$ cat src/rtl/fifo_uart_tx.sv
// fifo_uart_tx: read-side consumer for the asynchronous FIFO.
//
// Pops one word whenever the FIFO is not empty and transmits it LSB-first on an
// asynchronous serial line. A frame is a start bit, DATA_WIDTH data bits, an
// optional parity bit and a stop bit. Each bit lasts CLKS_PER_BIT cycles. All
// outputs are registered.
//
// Optional feature macro: FIFO_TX_PARITY_EN
//   When defined, a parity bit is inserted after the data bits.
//   The parity bit is XOR of the word XOR PAR_TYP (0 = even, 1 = odd).
//   When undefined, PAR_TYP is ignored.
//
// Parameters:
//   DATA_WIDTH    word width; must match the FIFO's DATA_WIDTH
//   CLKS_PER_BIT  clock cycles per serial bit (>= 2)
//
// Ports:
//   CLK      in   read-domain clock (same as the FIFO's R_CLK)
//   RST      in   synchronous active-high reset
//   EMPTY    in   FIFO empty flag
//   RD_DATA  in   FIFO read data, valid while EMPTY=0
//   PAR_TYP  in   parity type, sampled with the word
//   R_INC    out  one-cycle FIFO pop strobe per word
//   TX_OUT   out  serial line, idles high
//   BUSY     out  high while a frame is in progress
//   DONE     out  one-cycle pulse in the final cycle of the stop bit
module fifo_uart_tx #(
  parameter int unsigned DATA_WIDTH   = 8,
  parameter int unsigned CLKS_PER_BIT = 4
) (
  input  logic                  CLK,
  input  logic                  RST,
  input  logic                  EMPTY,
  input  logic [DATA_WIDTH-1:0] RD_DATA,
  input  logic                  PAR_TYP,
  output logic                  R_INC,
  output logic                  TX_OUT,
  output logic                  BUSY,
  output logic                  DONE
);

  localparam int unsigned TickW = (CLKS_PER_BIT > 1) ? $clog2(CLKS_PER_BIT) : 1;
  localparam int unsigned BitW  = (DATA_WIDTH > 1) ? $clog2(DATA_WIDTH) : 1;

  if (CLKS_PER_BIT < 2) begin : g_bad_cpb
    $error("fifo_uart_tx: CLKS_PER_BIT must be 2 or more");
  end

  typedef enum logic [2:0] {
    StIdle,
    StStart,
    StData,
    StStop
`ifdef FIFO_TX_PARITY_EN
    , StParity
`endif
  } state_e;

  state_e                  state_q, state_d;
  logic [TickW-1:0]        tick_q, tick_d;
  logic [BitW-1:0]         bit_q, bit_d;
  logic [DATA_WIDTH-1:0]   sr_q, sr_d;
  logic                    r_inc_q, r_inc_d;
  logic                    tx_q, tx_d;
  logic                    busy_q, busy_d;
  logic                    done_q, done_d;
  logic                    tick_last;
  logic                    bit_last;

`ifdef FIFO_TX_PARITY_EN
  // Parity is computed from the word and PAR_TYP at the capture edge, so later
  // changes on either input cannot disturb the frame in flight.
  logic                    par_q, par_d;
`else
  logic                    unused_par_typ;
  assign unused_par_typ = PAR_TYP;
`endif

  assign tick_last = (tick_q == TickW'(CLKS_PER_BIT - 1));
  assign bit_last  = (bit_q == BitW'(DATA_WIDTH - 1));

  // Next-state, counters and shift register.
  always_comb begin
    state_d = state_q;
    tick_d  = tick_q;
    bit_d   = bit_q;
    sr_d    = sr_q;
    r_inc_d = 1'b0;
`ifdef FIFO_TX_PARITY_EN
    par_d   = par_q;
`endif

    unique case (state_q)
      StIdle: begin
        if (!EMPTY) begin
          sr_d    = RD_DATA;
          r_inc_d = 1'b1;
          state_d = StStart;
`ifdef FIFO_TX_PARITY_EN
          par_d   = (^RD_DATA) ^ PAR_TYP;
`endif
        end
      end
      StStart: begin
        if (tick_last) begin
          state_d = StData;
        end
      end
      StData: begin
        if (tick_last) begin
          if (bit_last) begin
`ifdef FIFO_TX_PARITY_EN
            state_d = StParity;
`else
            state_d = StStop;
`endif
          end else begin
            bit_d = bit_q + 1'b1;
            sr_d  = sr_q >> 1;
          end
        end
      end
`ifdef FIFO_TX_PARITY_EN
      StParity: begin
        if (tick_last) begin
          state_d = StStop;
        end
      end
`endif
      StStop: begin
        if (tick_last) begin
          state_d = StIdle;
        end
      end
      default: begin
        state_d = StIdle;
      end
    endcase

    // Both counters restart on every state change; the tick counter free-runs
    // 0..CLKS_PER_BIT-1 inside a serial state and stays at 0 in IDLE.
    if (state_d != state_q) begin
      tick_d = '0;
      bit_d  = '0;
    end else if (state_q != StIdle) begin
      if (tick_last) begin
        tick_d = '0;
      end else begin
        tick_d = tick_q + 1'b1;
      end
    end
  end

  // Registered outputs are derived from the state being entered so that they
  // change on the same edge as the state.
  always_comb begin
    tx_d = 1'b1;
    unique case (state_d)
      StIdle:   tx_d = 1'b1;
      StStart:  tx_d = 1'b0;
      StData:   tx_d = sr_d[0];
`ifdef FIFO_TX_PARITY_EN
      StParity: tx_d = par_q;
`endif
      StStop:   tx_d = 1'b1;
      default:  tx_d = 1'b1;
    endcase
    busy_d = (state_d != StIdle);
    done_d = (state_d == StStop) && (tick_d == TickW'(CLKS_PER_BIT - 1));
  end

  always_ff @(posedge CLK) begin
    if (RST) begin
      state_q <= StIdle;
      tick_q  <= '0;
      bit_q   <= '0;
      sr_q    <= '0;
      r_inc_q <= 1'b0;
      tx_q    <= 1'b1;
      busy_q  <= 1'b0;
      done_q  <= 1'b0;
    end else begin
      state_q <= state_d;
      tick_q  <= tick_d;
      bit_q   <= bit_d;
      sr_q    <= sr_d;
      r_inc_q <= r_inc_d;
      tx_q    <= tx_d;
      busy_q  <= busy_d;
      done_q  <= done_d;
    end
  end

`ifdef FIFO_TX_PARITY_EN
  always_ff @(posedge CLK) begin
    if (RST) begin
      par_q <= 1'b0;
    end else begin
      par_q <= par_d;
    end
  end
`endif

  assign R_INC  = r_inc_q;
  assign TX_OUT = tx_q;
  assign BUSY   = busy_q;
  assign DONE   = done_q;

endmodule

$ cat config.mk
export PLATFORM = sky130hd
export DESIGN_NAME = fifo_uart_tx
export DESIGN_NICKNAME = d
export VERILOG_FILES = /design/src/rtl/fifo_uart_tx.sv
export SDC_FILE = /design/constraint.sdc
export NUM_CORES = 1
export LEC_CHECK = 0
export ABC_CLOCK_PERIOD_IN_PS = 1900
export BUFFER_PORTS_ARGS = -buffer_cell sky130_fd_sc_hd__clkbuf_2
export CORE_MARGIN = 3
export CORE_UTILIZATION = 45
export DETAILED_ROUTE_END_ITERATION = 6
export PLACE_DENSITY = 0.67
export SETUP_SLACK_MARGIN = 0.05
export SYNTH_ARGS = -nofsm -noshare
export SYNTH_HDL_FRONTEND = slang
export SYNTH_SLANG_ARGS = --single-unit
$ cat constraint.sdc
create_clock -name CLK -period 1.9 [get_ports CLK]
set_clock_uncertainty 0.15 [all_clocks]
set_input_delay 0 -clock CLK [delete_from_list [all_inputs] [get_ports CLK]]
set_output_delay 0 -clock CLK [all_outputs]
set_load 0.02 [all_outputs]
==> flow_summary_export.csv, run 1 <==
group,metric,value,unit
run_status,status,"finished clean",
sta,rsz0062_at_grt,"false",
clocking,htree_levels,1,
routing,wl_per_cell,10.8,microns
critical_path,crit_path_start_kind,"register",
layout,final_core_util,65.4,%
die,fp.dieH,48.6,microns
sta,period_share,91.8,%
sta,hold_viol_final,0,
routing,dr_wl_met2,681,microns
die,die_w,48.6,microns
hold_path,whs_endpoint,"sr_q[7]",
power,powerDensity,682,mW/mm^2
flow_run,drv_cap,0,
sta,fmax,0.573,GHz
routing,first_pass_iters,4,
routing,wl_met1,734,microns
place,dp_hpwl,1090,microns
hold_path,min_path_cells,5,
sta,fin_crit,1740,ps
sta,setup_violations,0,
clocking,cts.sinks,20,
hold_path,hold_start,"EMPTY",
routing,via_per_inst,4.96,
logic_synthesis,synth-warning-count,0,
global_routing,antenna_found_initial,0,
logic_synthesis,yosysSeqAreaShare,49.1,%
critical_path,cp_max_fo,11,
critical_path,worstPathArrival,1820,ps
layout,fin_cells,138,
power,design_power_total,0.718,mW
clocking,cts_buffers,3,
hold_path,hold_path_class,"in2reg",
logic_synthesis,postSynth.asyncResetShare,0,%
critical_path,reg2reg_depth,6,
die,initial_core_util,50.6,%
critical_path,crit_family,"simple AND/OR/NAND/NOR gates",
routing,routed.top_layer,"met4",
power,ir_worst_vdd,0.000443,V
layout,n_antenna_cell,0,
clocking,clk_pin_slew,110,ps
critical_path,r2r_start,"bit_q[0]",
routing,met3_length,61,microns
global_routing,grt_first_pass_wirelength,2610,microns
die,num_rows,14,
critical_path,worstPathRequired,1980,ps
logic_synthesis,synth_ff_type,"dfxtp_1",
global_routing,grt_max_degree,14,
sta,drv_slew,0,
critical_path,cpPeakStageDelay,400,ps
routing,drtIter0Drc,10,
power,power.leakage,0.440,nW
logic_synthesis,ys_types,29,
critical_path,worstSetupEndpointType,"register",
sta,finalSetupTns,0,ps
layout,drive_gt1_share,22.8,%
logic_synthesis,synth_area,816,sq um
layout,area_growth_syn_to_layout,29.1,%
clocking,clk_latency,290,ps
routing,wl,1490,microns
layout,nets,131,
die,die-area,0.00236,sq mm
critical_path,r2r_slack,160,ps
critical_path,crit_buf_inv,1,
clocking,cts.root.buffer_cell,"clkbuf_4",
logic_synthesis,syn_inst,88,
critical_path,path_common_cell,"ha_1",
logic_synthesis,synth_nets,103,
layout,nFillCells,150,
critical_path,r2r_end,"sr_q[7]",
critical_path,setup.worst_path.class,"reg2reg",
die,core_area,0.00161,sq mm
layout,multi_input_comb_area,403,sq um
place,place_congestion,0.678,
global_routing,grt-ovfl-total,0,
place,port_buffers,14,
clocking,postCtsSetupBuffers,0,
clocking,cts_tree,"built",
logic_synthesis,synth_edf_count,0,
critical_path,cp_cell_sequence,"ha_1 > ha_1 > inv_1 > and4_2 > or3b_1 > a21oi_1",
global_routing,first_global_vias,644,
die,design.portCount,16,
sta,fin_ws,155,ps
global_routing,grt_use_total,13.7,%
logic_synthesis,synth-seq-cells,20,
logic_synthesis,syn_area_per_cell,9.27,sq um
critical_path,critical-path-slowest-cell,"or3b_1",
clocking,cts_max_path_buffers,2,
routing,remaining_drc_errors,0,
routing,ant_nets,0,
place,pre_cts_slack,106,ps
place,placedCellCount,126,
routing,num_vias,685,
layout,seqCellArea,400,sq um
synth_stat cells (all sizes together), types with 2 or more instances:
cell / n / area (sq um)
dfxtp: 20 / 400
a21oi: 10 / 50.1
nor2: 10 / 37.5
nand2: 8 / 30.0
a22oi: 6 / 45.0
buf: 3 / 15.0
ha: 3 / 37.5
nor3: 3 / 15.0
and2: 2 / 12.5
and4: 2 / 17.5
inv: 2 / 7.51
mux2i: 2 / 20.0
worst min-delay path, stage by stage:
cell      delay, ps
clkbuf_2         90
nor4_1           60
buf_4           170
nand2_1          70
a21oi_1          60
per-layer routing:
metal,track usage (%),vias to the layer above
met2,23.9,16
li1,-,365
met4,4.27,0
met3,2.76,3
met1,17.0,301
met5,0,-
through the flow:
stage                     area [sq um]  hold WS (ps)
after detailed placement           927          98.3
after global placement             927          93.3
final                             1050          42.0
after floorplan                    816         -70.4
after global routing              1050          55.4
after CTS                         1040          38.7
layout by cell type (no fill, tap or decap), types with 3 or more instances in the layout:
cell type,n
a21oi_1,10
a22oi_1,6
buf_4,4
clkbuf_2,14
clkbuf_4,3
dfxtp_1,20
dlygate4sd3_1,9
nand2_1,8
nor2_1,10
nor3_1,3
cells by family after synthesis:
logic type	after synthesis	share of synthesized area, %
AO/OA/AOI/OAI	22	17.8
XOR/XNOR	2	2.15
adder cells (fa/ha/maj)	3	4.60
buffers and inverters	6	3.22
flip-flops	20	49.1
multiplexers	2	2.45
other	1	0.460
AND/OR/NAND/NOR	32	20.2
final cells by class:
class,instances,share of cell area [%]
clock buffers,3,2.14
inverters,2,0.713
multi-input cells,62,38.2
flip-flops and latches,20,38.0
well taps,24,2.85
repair buffers,27,18.1
worst max-delay path by stage:
stage / startpoint / end / slack (ps) / cells past startpoint
4_1_cts: bit_q[0] / bit_q[1] / 90 / 6
3_5_place_dp: bit_q[0] / bit_q[1] / 110 / 6
3_3_place_gp: bit_q[0] / bit_q[1] / 120 / 6
5_1_grt: bit_q[0] / BUSY / 60 / 7
2_1_floorplan: bit_q[0] / BUSY / 180 / 6
6_report: bit_q[0] / sr_q[7] / 160 / 6
state kept, by name (all words and copies together), names as in the netlist:
name,count
bit_q,3
TX_OUT,1
BUSY,1
tick_q,2
DONE,1
state_q,3
R_INC,1
sr_q,8
where the power goes:
part	internal (mW)	total [mW]	leakage [nW]	switching, mW
clock network	0.0737	0.194	0.0138	0.120
registers	0.433	0.443	0.163	0.00951
logic	0.0429	0.0813	0.263	0.0384
total	0.550	0.718	0.440	0.168
repair_timing:
| action | in CTS | in global routing |
|---|---|---|
| setup endpoints to repair | 0 | 14 |
| resized for setup | 0 | 4 |
| hold endpoints to repair | 12 | 0 |
| hold buffers | 9 | 0 |
Note: power is estimated with default switching activity, not from simulation.
==> run 2, diff against run 1 <==
- ABC_CLOCK_PERIOD_IN_PS: 1900 -> 1500
- CAP_MARGIN: not set -> 20
- PLACE_DENSITY: 0.67 -> 0.7
- clock period: 1.9 -> 1.5 ns (I/O delays scaled with it)
==> flow_summary_export.csv, run 2 (synthesis gave the netlist of run 1 again) <==
group,metric,value,unit
layout,area_growth_syn_to_layout,63.0,%
global_routing,grt_use_total,18.3,%
global_routing,grt_first_pass_wirelength,3340,microns
clocking,cts_tree,"built",
clocking,htree_levels,1,
die,design.portCount,16,
global_routing,grt_max_degree,14,
die,die-area,0.00236,sq mm
power,powerDensity,774,mW/mm^2
die,initial_core_util,50.6,%
place,dp_hpwl,1190,microns
sta,drv_slew,0,
critical_path,r2r_slack,-150,ps
clocking,cts.sinks,20,
critical_path,worstPathArrival,1730,ps
clocking,clk_latency,310,ps
layout,final_core_util,82.5,%
power,ir_worst_vdd,0.000563,V
layout,fin_cells,155,
routing,first_pass_iters,4,
layout,n_antenna_cell,0,
hold_path,hold_path_class,"in2reg",
sta,fmax,0.607,GHz
place,placedCellCount,137,
global_routing,first_global_vias,708,
flow_run,drv_cap,0,
critical_path,cp_max_fo,8,
clocking,cts_buffers,3,
critical_path,timing.critical_path.from,"bit_q[1]",
layout,layout_commonest_cell,"buf_4",
routing,drtIter0Drc,23,
critical_path,worstPathRequired,1580,ps
layout,layout_common_cells,"16 x buf_4, 15 x dfxtp_1, 14 x clkbuf_2",
place,place_congestion,0.707,
die,core_area,0.00161,sq mm
layout,largest_registers,"sr_q: 8 flops, bit_q: 3 flops, state_q: 3 flops",
sta,setup_violations,16,
sta,fin_ws,-148,ps
layout,drive_gt1_share,47.3,%
sta,period_share,110,%
sta,hold_viol_final,0,
routing,wl,2570,microns
die,num_rows,14,
layout,top_register,"sr_q",
place,post_dp_cell_area,0.00108,sq mm
die,fp.dieH,48.6,microns
sta,fin_crit,1650,ps
global_routing,antenna_found_initial,0,
layout,nets,147,
clocking,cts.root.buffer_cell,"clkbuf_4",
power,power.leakage,0.538,nW
routing,remaining_drc_errors,0,
routing,wl_per_cell,16.6,microns
place,port_buffers,14,
routing,ant_nets,0,
run_status,violations,"negative setup slack",
run_status,status,"finished, violations left",
clocking,cts_max_path_buffers,2,
global_routing,grt-ovfl-total,0,
power,design_power_total,1.03,mW
routing,num_vias,854,
place,pre_cts_slack,-208,ps
critical_path,crit_path_start_kind,"register",
critical_path,setup.worst_path.class,"reg2reg",
clocking,clk_pin_slew,120,ps
layout,finalInstanceArea,0.00133,sq mm
die,die_w,48.6,microns
hold_path,hold_start,"EMPTY",
sta,rsz0062_at_grt,"true",
critical_path,worstSetupEndpointType,"register",
sta,finalSetupTns,-1600,ps
sta,hold_ws,59.1,ps
critical_path,r2r_start,"bit_q[1]",
routing,via_per_inst,5.51,
layout,largest_reg_flops,8,
## run 2: cell types whose count changed in the layout (fill, tap and decap cells not counted), moves of 2 or more
cell	before	now
ha_1	2	0
buf_6	0	4
a21oi_1	10	8
dfxtp_2	0	5
a21oi_2	0	2
a22oi_1	6	4
ha_4	0	3
buf_4	4	16
a22oi_2	0	2
dfxtp_1	20	15
## run 2: layout make-up
cell class	instances	area (sq um)
Fill cell	95	282
Multi-Input combinational cell	62	524
Sequential cell	20	407
Clock buffer	4	36.3
Timing Repair Buffer	43	325
Tap cell	24	30.0
Inverter	2	7.51
## run 2: worst paths after layout
path / endpoint / cells past startpoint
hold reg to reg: sr_q[6] / 2
setup reg to reg: sr_q[2] / 7
hold / removal: sr_q[7] / 5
setup / recovery: sr_q[2] / 7
## run 2: what timing repair did
item / in CTS / in global routing
setup endpoints to repair: 16 / 18
hold buffers: 9 / 0
gates cloned: 0 / 0
buffers inserted: 2 / 3
endpoints found under the hold margin: 12 / 0
gates resized for setup: 6 / 12
pin swaps: 12 / 12
## run 2: where the power goes
part | total, mW | switching, mW | internal (mW)
clock network | 0.322 | 0.174 | 0.148
registers | 0.562 | 0.0127 | 0.549
logic | 0.145 | 0.0729 | 0.0719
total | 1.03 | 0.259 | 0.770
## run 2: critical path, cell delays in order (launching register included)
cell and delay [ps]:
dfxtp_2 360, ha_4 160, ha_4 160, inv_2 60, and4_4 290, buf_4 140
a22oi_1 90, a21oi_1 160
## run 2: layer usage
| metal | share of wire, % | GRT usage (%) | vias up |
|---|---|---|---|
| met3 | 2.9 | 4.29 | 12 |
| li1 | - | - | 400 |
| met5 | 0 | 0 | - |
| met1 | 44 | 24.2 | 419 |
| met4 | 3.1 | 8.06 | 0 |
| met2 | 50 | 28.2 | 23 |
==> run 3, diff against run 2 <==
--- a/config.mk
+++ b/config.mk
@@ -9,3 +9,2 @@
 export BUFFER_PORTS_ARGS = -buffer_cell sky130_fd_sc_hd__clkbuf_2
-export CAP_MARGIN = 20
 export CORE_MARGIN = 3
==> constraint.sdc (replaced) <==
create_clock -name CLK -period 1.5 [get_ports CLK]
set_clock_uncertainty 0.15 [all_clocks]
set_input_delay 0.225 -clock CLK [delete_from_list [all_inputs] [get_ports CLK]]
set_output_delay 0.225 -clock CLK [all_outputs]
set_load 0.02 [all_outputs]
==> flow_summary_export.csv, run 3 (synthesis gave the netlist of run 1 again) <==
group,metric,value,unit
layout,top_register,"sr_q",
sta,period_share,106,%
sta,fin_crit,1590,ps
critical_path,crit_path_start_kind,"register",
layout,n_antenna_cell,0,
routing,wl,1850,microns
clocking,cts_tree,"built",
critical_path,crit_buf_inv,2,
routing,wl_per_cell,12.7,microns
critical_path,worstSetupEndpointType,"register",
power,powerDensity,752,mW/mm^2
routing,ant_nets,0,
sta,fin_ws,-89.7,ps
critical_path,timing.critical_path.from,"bit_q[1]",
power,ir_worst_vdd,0.000700,V
global_routing,grt-ovfl-total,0,
routing,num_vias,751,
die,num_rows,14,
clocking,cts_buffers,3,
die,design.portCount,16,
critical_path,worstPathArrival,1620,ps
critical_path,cp_cell_sequence,"ha_4 > ha_4 > inv_2 > buf_6 > a41oi_4 > a221oi_2 > a31oi_1",
critical_path,path_common_cell,"ha_4",
critical_path,cpPeakStageDelay,350,ps
sta,fmax,0.629,GHz
place,pre_cts_slack,-201,ps
global_routing,first_global_vias,741,
clocking,cts.sinks,20,
critical_path,crit_end,"TX_OUT",
routing,drtIter0Drc,8,
layout,drive_gt1_share,50.0,%
power,power.leakage,0.498,nW
power,design_power_total,0.924,mW
clocking,clk_latency,300,ps
layout,nets,139,
routing,first_pass_iters,4,
sta,drv_slew,0,
layout,area_growth_syn_to_layout,50.6,%
place,placedCellCount,137,
global_routing,antenna_found_initial,0,
die,die-area,0.00236,sq mm
critical_path,cp_max_fo,3,
critical_path,setup.worst_path.class,"reg2reg",
global_routing,grt_max_degree,14,
clocking,cts.root.buffer_cell,"clkbuf_4",
critical_path,reg2reg_depth,7,
critical_path,worstPathRequired,1530,ps
critical_path,critical-path-slowest-cell,"dfxtp_2",
die,die_w,48.6,microns
die,core_area,0.00161,sq mm
routing,via_per_inst,5.14,
sta,hold_viol_final,0,
critical_path,r2r_slack,-90,ps
place,place_congestion,0.713,
global_routing,grt_use_total,17.2,%
critical_path,crit_family,"compound AO/OA/AOI/OAI gates",
layout,layout_commonest_cell,"buf_4",
critical_path,r2r_start,"bit_q[1]",
sta,setup_violations,12,
clocking,htree_levels,1,
place,port_buffers,14,
hold_path,hold_path_class,"in2reg",
sta,rsz0062_at_grt,"true",
routing,remaining_drc_errors,0,
critical_path,path_depth,7,
clocking,cts_max_path_buffers,2,
clocking,clk_pin_slew,100,ps
layout,layout_common_cells,"16 x buf_4, 15 x dfxtp_1, 14 x clkbuf_2",
flow_run,drv_cap,0,
run_status,violations,"negative setup slack",
global_routing,grt_first_pass_wirelength,3160,microns
place,dp_hpwl,1140,microns
critical_path,r2r_end,"TX_OUT",
layout,largest_registers,"sr_q: 8 flops, bit_q: 3 flops, state_q: 3 flops",
run_status,status,"finished, violations left",
die,initial_core_util,50.6,%
layout,largest_reg_flops,8,
die,fp.dieH,48.6,microns
layout,fin_cells,146,
[run 3: changes by cell type in the layout (fill, tap and decap cells not counted)]
cell           delta
dlygate4sd3_1     -9
a22oi_1           +2
a22oi_2           -2
nand2_1           -2
nand2_2           +2
a21oi_1           +1
a21oi_2           -1
and4_4            +1
clkbuf_8          -1
[run 3: layout make-up]
class,count,area (sq um)
fill,119,383
timing repair buffer,34,235
clock buffer,3,22.5
multi-input combinational,63,527
tap,24,30.0
inverter,2,7.51
sequential,20,407
[run 3: metal layers]
| metal | share of wire (%) | global-route usage [%] | up-vias |
|---|---|---|---|
| met1 | 43 | 20.5 | 341 |
| met5 | 0 | 0 | - |
| met2 | 50 | 29.1 | 22 |
| met3 | 4.4 | 2.76 | 5 |
| met4 | 2.5 | 9.95 | 0 |
| li1 | - | - | 383 |
[run 3: how the worst min path moves through the flow]
stage	slack (ps)	cells after the start	end	from
floorplan	150	1	state_q[0]	RST
CTS	0.01	3	sr_q[7]	RD_DATA[7]
global route	10	3	sr_q[7]	RD_DATA[7]
finish	20	3	sr_q[7]	RD_DATA[7]
global placement	300	2	sr_q[4]	sr_q[4]
detailed placement	300	2	sr_q[2]	sr_q[2]
[run 3: power breakdown]
group / leakage, nW / switching, mW / internal [mW]
logic: 0.318 / 0.0612 / 0.0563
registers: 0.166 / 0.0106 / 0.549
clock network: 0.0138 / 0.153 / 0.0936
[run 3: stage by stage]
| stage | cell area [sq um] | util [%] | setup TNS, ps | hold WS (ps) |
|---|---|---|---|---|
| final | 1230 | 76.2 | -373 | 19.9 |
| after global routing | 1230 | 76.2 | -1770 | 12.5 |
| after CTS | 1200 | 74.5 | -389 | 0.0139 |
| after detailed placement | 1080 | 67.3 | -2010 | 301 |
| after global placement | 1080 | 67.3 | -1790 | 295 |
| after floorplan | 897 | - | -26.9 | 155 |
[run 3: what timing repair did]
action | CTS | global route
hold buffers | 0 | 0
hold endpoints to repair | 0 | 0
buffers inserted | 3 | 2
cloned | 1 | 0
pin swaps | 18 | 8
gates resized for setup | 14 | 4
endpoints found under the setup margin | 16 | 17
[run 3: tightest hold or removal path: cells and delay by family]
kind	cells	cell delay (ps)
AOI/OAI and AO/OA	1	60
buffers and inverters	1	80
and+or+nand+nor	1	70
